$ cat config.mk
export PLATFORM = sky130hd
export DESIGN_NAME = uart_alu_top
export DESIGN_NICKNAME = d
export VERILOG_FILES = /design/src/rtl/uart_alu_top.sv
export SDC_FILE = /design/constraint.sdc
export NUM_CORES = 2
export LEC_CHECK = 0
export BUFFER_PORTS_ARGS = -buffer_cell sky130_fd_sc_hd__buf_2
export CORE_MARGIN = 2
export CORE_UTILIZATION = 39
export DETAILED_ROUTE_END_ITERATION = 8
export PLACE_DENSITY_LB_ADDON = 0.3
export SLEW_MARGIN = 25
export SYNTH_ARGS = -nofsm -noshare
export SYNTH_HDL_FRONTEND = slang
export SYNTH_SLANG_ARGS = --single-unit
$ cat constraint.sdc
create_clock -name clk -period 15.95 [get_ports clk]
set_clock_uncertainty 0.2 [all_clocks]
set_input_delay 3.9875 -clock clk [delete_from_list [all_inputs] [get_ports clk]]
set_output_delay 3.9875 -clock clk [all_outputs]
set_load 0.03 [all_outputs]
$ cat src/rtl/uart_alu_top.sv
// rtl/uart_alu_top.sv - UART-driven packet ALU: echo, 32-bit add, 32-bit multiply
//
// Ports:
//   clk   system clock, all logic on the rising edge
//   rst   asynchronous active-low reset
//   rx_i  8N1 serial input, idle high (synchronized internally)
//   tx_o  8N1 serial output, idle high
// Bit time is 8*PRESCALE clocks. Results and echoed bytes queue in a small TX FIFO.

module uart_alu_fifo #(
  parameter int WIDTH = 8,
  parameter int DEPTH = 16
) (
  input  logic             clk,
  input  logic             rst,
  input  logic             push,
  input  logic [WIDTH-1:0] wdata,
  input  logic             pop,
  output logic [WIDTH-1:0] rdata,
  output logic             empty
);
  localparam int AW = $clog2(DEPTH);

  logic [WIDTH-1:0] mem [DEPTH];
  logic [AW:0]      wr_ptr, rd_ptr;
  logic             full, do_push, do_pop;

  // Extra pointer bit distinguishes full from empty.
  assign empty   = (wr_ptr == rd_ptr);
  assign full    = (wr_ptr[AW] != rd_ptr[AW]) && (wr_ptr[AW-1:0] == rd_ptr[AW-1:0]);
  assign do_pop  = pop && !empty;
  assign do_push = push && !full;
  assign rdata   = mem[rd_ptr[AW-1:0]];

  always_ff @(posedge clk or negedge rst) begin
    if (!rst) begin
      wr_ptr <= '0;
      rd_ptr <= '0;
    end else begin
      if (do_push) wr_ptr <= wr_ptr + (AW+1)'(1);
      if (do_pop)  rd_ptr <= rd_ptr + (AW+1)'(1);
    end
  end

  always_ff @(posedge clk) begin
    if (do_push) mem[wr_ptr[AW-1:0]] <= wdata;
  end
endmodule

module uart_alu_top #(
  parameter int PRESCALE      = 35,
  parameter int DATA_WIDTH    = 8,
  parameter int TX_FIFO_DEPTH = 16
) (
  input  logic clk,
  input  logic rst,
  input  logic rx_i,
  output logic tx_o
);
  localparam int BT = 8 * PRESCALE;
  localparam int CW = $clog2(BT + 1);
  localparam int BW = $clog2(DATA_WIDTH);
  localparam logic [7:0] OP_ECHO = 8'hEC;
  localparam logic [7:0] OP_ADD  = 8'hA0;
  localparam logic [7:0] OP_MUL  = 8'h88;

  // ---------------- RX ----------------
  typedef enum logic [2:0] {RX_IDLE, RX_START, RX_DATA, RX_STOP, RX_WAIT} rx_state_t;
  rx_state_t rx_state, rx_next;
  logic [CW-1:0]         rx_cnt;
  logic [BW-1:0]         rx_bit;
  logic [DATA_WIDTH-1:0] rx_shift, rx_data;
  logic                  rx_meta, rx_s, rx_valid, rx_tick, rx_half;

  assign rx_tick = (rx_cnt == CW'(BT - 1));
  assign rx_half = (rx_cnt == CW'(BT / 2 - 1));

  always_comb begin
    rx_next = rx_state;
    case (rx_state)
      RX_IDLE:  if (!rx_s) rx_next = RX_START;
      RX_START: if (rx_half) rx_next = rx_s ? RX_IDLE : RX_DATA;
      RX_DATA:  if (rx_tick && rx_bit == BW'(DATA_WIDTH - 1)) rx_next = RX_STOP;
      RX_STOP:  if (rx_tick) rx_next = rx_s ? RX_IDLE : RX_WAIT;
      RX_WAIT:  if (rx_s) rx_next = RX_IDLE;   // framing error: hold off until line idles
      default:  rx_next = RX_IDLE;
    endcase
  end

  always_ff @(posedge clk or negedge rst) begin
    if (!rst) begin
      rx_meta  <= 1'b1;
      rx_s     <= 1'b1;
      rx_state <= RX_IDLE;
      rx_cnt   <= '0;
      rx_bit   <= '0;
      rx_shift <= '0;
      rx_data  <= '0;
      rx_valid <= 1'b0;
    end else begin
      rx_meta  <= rx_i;
      rx_s     <= rx_meta;
      rx_state <= rx_next;
      rx_valid <= 1'b0;
      rx_cnt   <= (rx_next != rx_state || rx_tick) ? '0 : rx_cnt + CW'(1);
      if (rx_state == RX_START) rx_bit <= '0;
      if (rx_state == RX_DATA && rx_tick) begin
        rx_shift <= {rx_s, rx_shift[DATA_WIDTH-1:1]};
        rx_bit   <= rx_bit + BW'(1);
      end
      if (rx_state == RX_STOP && rx_tick && rx_s) begin
        rx_valid <= 1'b1;
        rx_data  <= rx_shift;
      end
    end
  end

  // ---------------- TX FIFO ----------------
  logic                  push_q, fifo_pop, fifo_empty;
  logic [DATA_WIDTH-1:0] push_data, fifo_rdata;

  uart_alu_fifo #(.WIDTH(DATA_WIDTH), .DEPTH(TX_FIFO_DEPTH)) u_fifo (
    .clk   (clk),
    .rst   (rst),
    .push  (push_q),
    .wdata (push_data),
    .pop   (fifo_pop),
    .rdata (fifo_rdata),
    .empty (fifo_empty)
  );

  // ---------------- TX ----------------
  typedef enum logic [1:0] {TX_IDLE, TX_START, TX_DATA, TX_STOP} tx_state_t;
  tx_state_t tx_state, tx_next;
  logic [CW-1:0]         tx_cnt;
  logic [BW-1:0]         tx_bit;
  logic [DATA_WIDTH-1:0] tx_shift;
  logic                  tx_tick;

  assign tx_tick = (tx_cnt == CW'(BT - 1));

  always_comb begin
    tx_next  = tx_state;
    fifo_pop = 1'b0;
    case (tx_state)
      TX_IDLE:  if (!fifo_empty) begin fifo_pop = 1'b1; tx_next = TX_START; end
      TX_START: if (tx_tick) tx_next = TX_DATA;
      TX_DATA:  if (tx_tick && tx_bit == BW'(DATA_WIDTH - 1)) tx_next = TX_STOP;
      TX_STOP: begin
        // Chain straight into the next start bit so queued bytes have no gap.
        if (tx_tick) begin
          if (!fifo_empty) begin fifo_pop = 1'b1; tx_next = TX_START; end
          else tx_next = TX_IDLE;
        end
      end
      default:  tx_next = TX_IDLE;
    endcase
  end

  always_ff @(posedge clk or negedge rst) begin
    if (!rst) begin
      tx_state <= TX_IDLE;
      tx_cnt   <= '0;
      tx_bit   <= '0;
      tx_shift <= '0;
    end else begin
      tx_state <= tx_next;
      tx_cnt   <= (tx_next != tx_state || tx_tick) ? '0 : tx_cnt + CW'(1);
      if (fifo_pop) begin
        tx_shift <= fifo_rdata;
        tx_bit   <= '0;
      end else if (tx_state == TX_DATA && tx_tick) begin
        tx_shift <= {1'b0, tx_shift[DATA_WIDTH-1:1]};
        tx_bit   <= tx_bit + BW'(1);
      end
    end
  end

  assign tx_o = (tx_state == TX_START) ? 1'b0 :
                (tx_state == TX_DATA)  ? tx_shift[0] : 1'b1;

  // ---------------- Packet parser / ALU ----------------
  typedef enum logic [2:0] {P_HDR0, P_HDR1, P_HDR2, P_HDR3, P_PAYLOAD, P_RESULT} p_state_t;
  p_state_t p_state, p_next;
  logic [7:0]  opcode, len_lsb;
  logic [15:0] remain, len_full, pay_len;
  logic [31:0] acc, operand, product;
  logic [23:0] opbuf;
  logic [1:0]  bcnt, rcnt;
  logic        have_op, is_alu;

  assign is_alu   = (opcode == OP_ADD) || (opcode == OP_MUL);
  assign len_full = {rx_data, len_lsb};
  assign pay_len  = (len_full < 16'd4) ? 16'd0 : len_full - 16'd4;
  assign operand  = {rx_data, opbuf};   // little-endian: newest byte is the MSB
  assign product  = acc * operand;

  always_comb begin
    p_next = p_state;
    case (p_state)
      P_HDR0:    if (rx_valid) p_next = P_HDR1;
      P_HDR1:    if (rx_valid) p_next = P_HDR2;
      P_HDR2:    if (rx_valid) p_next = P_HDR3;
      P_HDR3:    if (rx_valid) p_next = (pay_len != 16'd0) ? P_PAYLOAD :
                                        is_alu ? P_RESULT : P_HDR0;
      P_PAYLOAD: if (rx_valid && remain == 16'd1) p_next = is_alu ? P_RESULT : P_HDR0;
      P_RESULT:  if (rcnt == 2'd3) p_next = P_HDR0;
      default:   p_next = P_HDR0;
    endcase
  end

  always_ff @(posedge clk or negedge rst) begin
    if (!rst) begin
      p_state   <= P_HDR0;
      opcode    <= '0;
      len_lsb   <= '0;
      remain    <= '0;
      acc       <= '0;
      opbuf     <= '0;
      bcnt      <= '0;
      rcnt      <= '0;
      have_op   <= 1'b0;
      push_q    <= 1'b0;
      push_data <= '0;
    end else begin
      p_state <= p_next;
      push_q  <= 1'b0;
      case (p_state)
        P_HDR0: if (rx_valid) opcode <= rx_data;
        P_HDR2: if (rx_valid) len_lsb <= rx_data;
        P_HDR3: if (rx_valid) begin
          remain  <= pay_len;
          acc     <= '0;
          bcnt    <= '0;
          rcnt    <= '0;
          have_op <= 1'b0;
        end
        P_PAYLOAD: if (rx_valid) begin
          remain <= remain - 16'd1;
          if (opcode == OP_ECHO) begin
            push_q    <= 1'b1;
            push_data <= rx_data;
          end
          if (is_alu) begin
            opbuf <= {rx_data, opbuf[23:8]};
            bcnt  <= bcnt + 2'd1;
            if (bcnt == 2'd3) begin
              have_op <= 1'b1;
              if (opcode == OP_ADD) acc <= acc + operand;
              else                  acc <= have_op ? product : operand;
            end
          end
        end
        P_RESULT: begin
          // Shift acc out LSB first; four shifts leave it at zero for the next packet.
          push_q    <= 1'b1;
          push_data <= acc[7:0];
          acc       <= {8'd0, acc[31:8]};
          rcnt      <= rcnt + 2'd1;
        end
        default: ;
      endcase
    end
  end
endmodule

**Word level (Yosys, flattened, before mapping)**

Memory sizes are Yosys's and may differ from the RTL's.
Cells that the tools add are included.

- Add/subtract/negate cells: 11
- Div/mod/pow operators: 0
- Bitwise gates (word level): 0
- Shift operators: 0
- Order comparisons: 1
- Reduce and logical (&&, ||, !) cells: 35
- Equality and inequality tests: 38
- Mux-type cells: 66
- Multipliers: 1

Operators with widths:

| kind | count |
|---|---|
| $mux 32 | 6 |
| $pmux 32 s3 | 1 |
| $mux 3 | 18 |
| $mux 16 | 3 |
| $add 32x32->32 | 1 |
| $mul 32x32->32 | 1 |
| $mux 8 | 4 |
| $pmux 16 s2 | 1 |
| $eq 8x8->1 const B | 3 |
| $ne 2x2->1 const B | 10 |
| $add 9x1->9 const B | 2 |
| $eq 9x9->1 const B | 2 |
| $mux 9 | 2 |
| $pmux 3 s6 | 1 |
| $eq 16x1->1 const B | 1 |
| $lt 16x3->1 const B | 1 |
| $mux 2 | 8 |
| $pmux 8 s2 | 1 |
| $reduce_bool 16->1 | 1 |
| $sub 16x1->16 const B | 1 |
| $sub 16x3->16 const B | 1 |
| $eq 3x3->1 const B | 5 |
| $pmux 3 s5 | 1 |
| $mux 1 | 14 |
| other kinds (28) | 63 |

- Memory bits (read-only): 0
- Memories: 1
- Latch bits: 0
- Memory bits (writable): 128
- Bits of input ports: 3
- Bits in registers: 171
- Output and inout bits: 1
- Word-level logic and storage cells: 178

Memories:

| name | words | bits a word | rd ports | clocked after memory_dff | wr ports | line | source |
|---|---|---|---|---|---|---|---|
| u_fifo.mem | 16 | 8 | 1 | 0 | 1 | 24 | `logic [WIDTH-1:0] mem [DEPTH];` |

**Longest topological paths before layout**

- Word-level depth: 7
- Gate-level depth with buffers: 29
- Depth with buffers taken out: 27

**Modules after synthesis**

Synthesis repeated with hierarchy kept, for this count alone.

- Cells, all modules: 3155
- Area total of the unflattened synthesis: 31295.0 um^2

By module, submodules not included:

| module | area an instance (um^2) | cells each | sequential area each (um^2) | times used |
|---|---|---|---|---|
| uart_alu_top | 25670.9 | 2878 | 4031.4 | 1 |
| uart_alu_fifo | 5624.1 | 277 | 4093.9 | 1 |

**Worst setup path after synthesis**

OpenSTA, ideal clock, no wires.

- Path type: flip-flop to flip-flop
- Start: reg opbuf[2]
- End: reg acc[31]
- Cell stages (with the launch flop): 28
- Data required time: 15.672 ns
- Path buffers: 2
- Clock period less this slack: 7.513 ns
- Library setup time: 0.078 ns
- Data arrival time: 7.235 ns
- Path slack: 8.437 ns
- Path through: dfrtp_1 clkbuf_1 clkbuf_1 and2_1 fa_1 inv_1 fa_1 fa_1 fa_1 inv_1 fa_1 inv_1 fa_1 inv_1 fa_1 fa_1 ha_1 a21o_1 a21o_1 a21oi_1 nor2_1 a311oi_2 o211ai_1 a221oi_2 xnor2_1 a311o_1 o21bai_1 o2bb2ai_1

- Word-level cells in the longest chain between the ends: 7
- Elaborated cells between the ends (all ways): 8
- Classes of those cells: add/sub: 1; mul: 1; mux: 6

Ends and longest elaborated chain:

| item | line | source |
|---|---|---|
| start: declaration | 188 | `logic [23:0] opbuf;` |
| start signal: assignment | 245 | `opbuf <= {rx_data, opbuf[23:8]};` |
| $mul 32x32->32 | 196 | `assign product = acc * operand;` |
| $mux 32 | 250 | `else acc <= have_op ? product : operand;` |
| $mux 32 (*) | 249 | `if (opcode == OP_ADD) acc <= acc + operand;` |
| $mux 32 (*) | 247 | `if (bcnt == 2'd3) begin` |
| $mux 32 (*) | 244 | `if (is_alu) begin` |
| $mux 32 (*) | 238 | `P_PAYLOAD: if (rx_valid) begin` |
| $pmux 32 s3 (*) | 228 | `case (p_state)` |
| end signal: assignment | 249 |  |
| end signal: assignment | 250 |  |
| end signal: assignment | 258 | `acc <= {8'd0, acc[31:8]};` |
| end: declaration | 187 | `logic [31:0] acc, operand, product;` |

Every way passes the cells marked *; elsewhere a longest branch is shown, timed or not. The select of a mux whose other input is x is not followed.
A chain may end at the register's enable or synchronous reset.

**Worst setup path after layout**

- Start: reg acc[9]
- End: reg acc[31]

- Word-level cells in the longest chain between the ends: 7
- Elaborated cells between the ends (all ways): 8
- Classes of those cells: add/sub: 1; mul: 1; mux: 6

Ends and longest elaborated chain:

| item | line |
|---|---|
| $mul 32x32->32 | 196 |
| $mux 32 | 250 |
| $mux 32 (*) | 249 |
| $mux 32 (*) | 247 |
| $mux 32 (*) | 244 |
| $mux 32 (*) | 238 |
| $pmux 32 s3 (*) | 228 |

Marked as above.

==> impl_metrics.ini <==
[yosys]
synth_area_leaders = fa_1 (27%), dfrtp_1 (14%), edfxtp_1 (13%)
ys.flop_type = dfrtp_1
async_flop_share = 0.572
netlist_area_mm2 = 0.0307
synth_edf_count = 128
synth_cell_types = 72
yosys.area.top_type_share = 0.267
yosys.area.top_type = fa_1
yosysSeqAreaShare = 0.265
synthCells = 3015
synth.avg_cell_area_um2 = 10.2
yosysWarnings = 0
synth_common_cells = inv_1 (414), fa_1 (409), nand2_1 (338), and2_1 (312), ha_1 (174)
syn_nets = 3601
yosysMostFrequentCell = inv_1
ys_ff_latch = 299

[clock_network]
clockBufferDepth = 3
clk_pin_slew_ns = 0.05
post_cts_resize_count = 0
holdBufCountCts = 0
cts_made_buffers = 35
clock-sinks = 299
root_buffer = clkbuf_16
cts-htree-levels = 2
cts_tree = yes
cts_setup_buffers = 0
clkLatencyLatePin_ns = 0.53

[floorplanning]
rows = 102
chipWidth_um = 284
core-area_mm2 = 0.0776
die_area_mm2 = 0.0809
die_y_um = 284
initial_core_util = 0.395
io-pin-count = 4

[power_and_ir_drop]
p_int_uw = 1280
seqPwrFrac = 0.497
clockPowerShare = 0.497
p_sw_frac = 0.207
leakagePower_uw = 0.0148
finalPower_uw = 1610
p_sw_uw = 333
vdd_drop_max_mv = 0.0652
combPwrFrac = 0.007
powerDensity_mw_per_mm2 = 48.8

[cells_and_area]
n_fill_cell = 7593
diodes = 0
syn2layout_area_growth_pct = 7.58
drive_gt1_frac = 0.0770
nNetsFinal = 3534
final_area_mm2 = 0.0330

[sta]
min_period_ns = 8.40
grt_setup_unrepaired = no
final_hold_viol_count = 0
finalSetupViolCount = 0
fmax_ghz = 0.119
finalSetupTns_ns = 0
min_period_over_period = 0.527
timing.final.ws_setup_ns = 7.55
relSlewSlack = 0.266
slew_violations = 0
worst_pin_slew_ns = 1.10

[placed_design]
place_congestion = 0.890
port_buffers = 3
dp_slack_ns = 7.66
dp_hpwl_um = 57800
dpl_cell_area_mm2 = 0.0318

[worst_setup_path]
worst-r2r-cell-count = 27
required_ns = 16.19
critPathLaunchType = flop
cp_max_fo = 14
critPathKind = flop to flop
worstPathArrival_ns = 8.65
endpoint_kind = flop

[routing]
drt_pass1_iterations = 5
wl_per_cell_um = 20.2
via_count = 21200
viasPerCell = 5.28
drc = 0
drt_iter0_markers = 1449
wl_um = 81100
postRouteAntennaNets = 0

[hold_path]
whs_path_depth = 0
hold_class = flop to flop

[flow_run]
cap_violations = 0

[global_routing]
grt_usage = 0.208
grt_pass1_vias = 22400
antenna_found_initial = 0
grt_max_degree = 102
grt_pass1_wl_um = 131000
gr-total-overflow = 0

[outcome]
outcome = complete, no violations
## power groups by stage
stage | combinational, uW | sequential (uW) | clock, uW
2_1_floorplan | 0.362 | 814 | 0
3_3_place_gp | 10.3 | 814 | 0
3_5_place_dp | 10.4 | 814 | 0
4_1_cts | 10.5 | 799 | 818
5_1_grt | 12.3 | 798 | 846
6_report | 10.5 | 799 | 799
## cell families after synthesis
| group | Yosys count | share of synthesized area |
|---|---|---|
| muxes | 128 | 0.0603 |
| xor gates and xnor gates | 149 | 0.0426 |
| and+or+nand+nor | 920 | 0.148 |
| AOI/OAI and AO/OA | 360 | 0.0752 |
| adders and majority gates | 583 | 0.338 |
| DFF | 299 | 0.265 |
| buffers and inverters | 576 | 0.0706 |
## sequential cells by signal, indices dropped and copies added, names as in the netlist, 9 cells and up
name and cells:
u_fifo.mem 128, acc 32, opbuf 24, remain 16
rx_cnt 9, tx_cnt 9
## layer usage
layer  GRT usage  up-vias  share of wire
met2       0.342      610           0.47
met5           0        -              0
li1            -     9586              -
met1       0.287    10800           0.44
met3      0.0244      156          0.057
met4      0.0643        0          0.032
## path summary, 6_finish.rpt
kind,from,endpoint,slack (ns)
hold reg to reg,rx_meta,rx_s,0.16
min in group asynchronous,rst,opbuf[5],3.15
setup / recovery,acc[9],acc[31],7.55
hold / removal,rx_meta,rx_s,0.16
setup reg to reg,acc[9],acc[31],7.55
max in group asynchronous,rst,rx_bit[1],10.75
## cell type report
type	count	area [um^2]	area share
inverters	414	1550	0.0471
clock buffers	45	955	0.0290
well taps	1040	1300	0.0395
repair buffers	58	457	0.0138
clock inverters	18	190	0.00577
multi-input cells	2140	20400	0.618
flip-flops and latches	299	8130	0.246
## through the flow
| step | instances | hold slack (ns) | util |
|---|---|---|---|
| finish | 4014 | 0.157 | 0.425 |
| global route | 4014 | 0.163 | 0.425 |
| CTS | 4013 | 0.161 | 0.425 |
| detailed placement | 3950 | 0.151 | 0.410 |
| global placement | 3950 | 0.150 | 0.410 |
| floorplan | 3015 | 0.145 | - |
## critical path, cell delays in order, from the launching register on
cell	delay [ns]
dfrtp_1	0.88
buf_4	0.36
nand2_1	0.11
fa_1	0.42
inv_1	0.08
fa_1	0.43
fa_1	0.52
inv_1	0.05
fa_1	0.47
inv_1	0.05
fa_1	0.49
inv_1	0.05
fa_1	0.53
inv_1	0.05
fa_1	0.49
fa_1	0.41
ha_1	0.35
a21o_1	0.20
a21o_1	0.17
a21oi_1	0.20
nor2_1	0.09
a311oi_2	0.51
o211ai_1	0.20
a221oi_2	0.27
xnor2_1	0.09
a311o_1	0.37
o21bai_1	0.15
o2bb2ai_1	0.13
## layout by cell type (no fill, tap or decap), types with 19 or more instances in the layout
master / count
mux2i_1: 35
mux4_2: 40
nand3_1: 27
and2_1: 312
mux2_2: 53
dfrtp_1: 167
edfxtp_1: 128
clkbuf_16: 36
fa_1: 409
a21oi_1: 95
nand2_1: 338
a211oi_1: 19
nor3_1: 24
xnor2_1: 92
nor2_1: 133
o21ai_0: 97
ha_1: 174
inv_1: 414
buf_4: 54
a21o_1: 21
xor2_1: 57
Power figures use the tool's default switching activity.
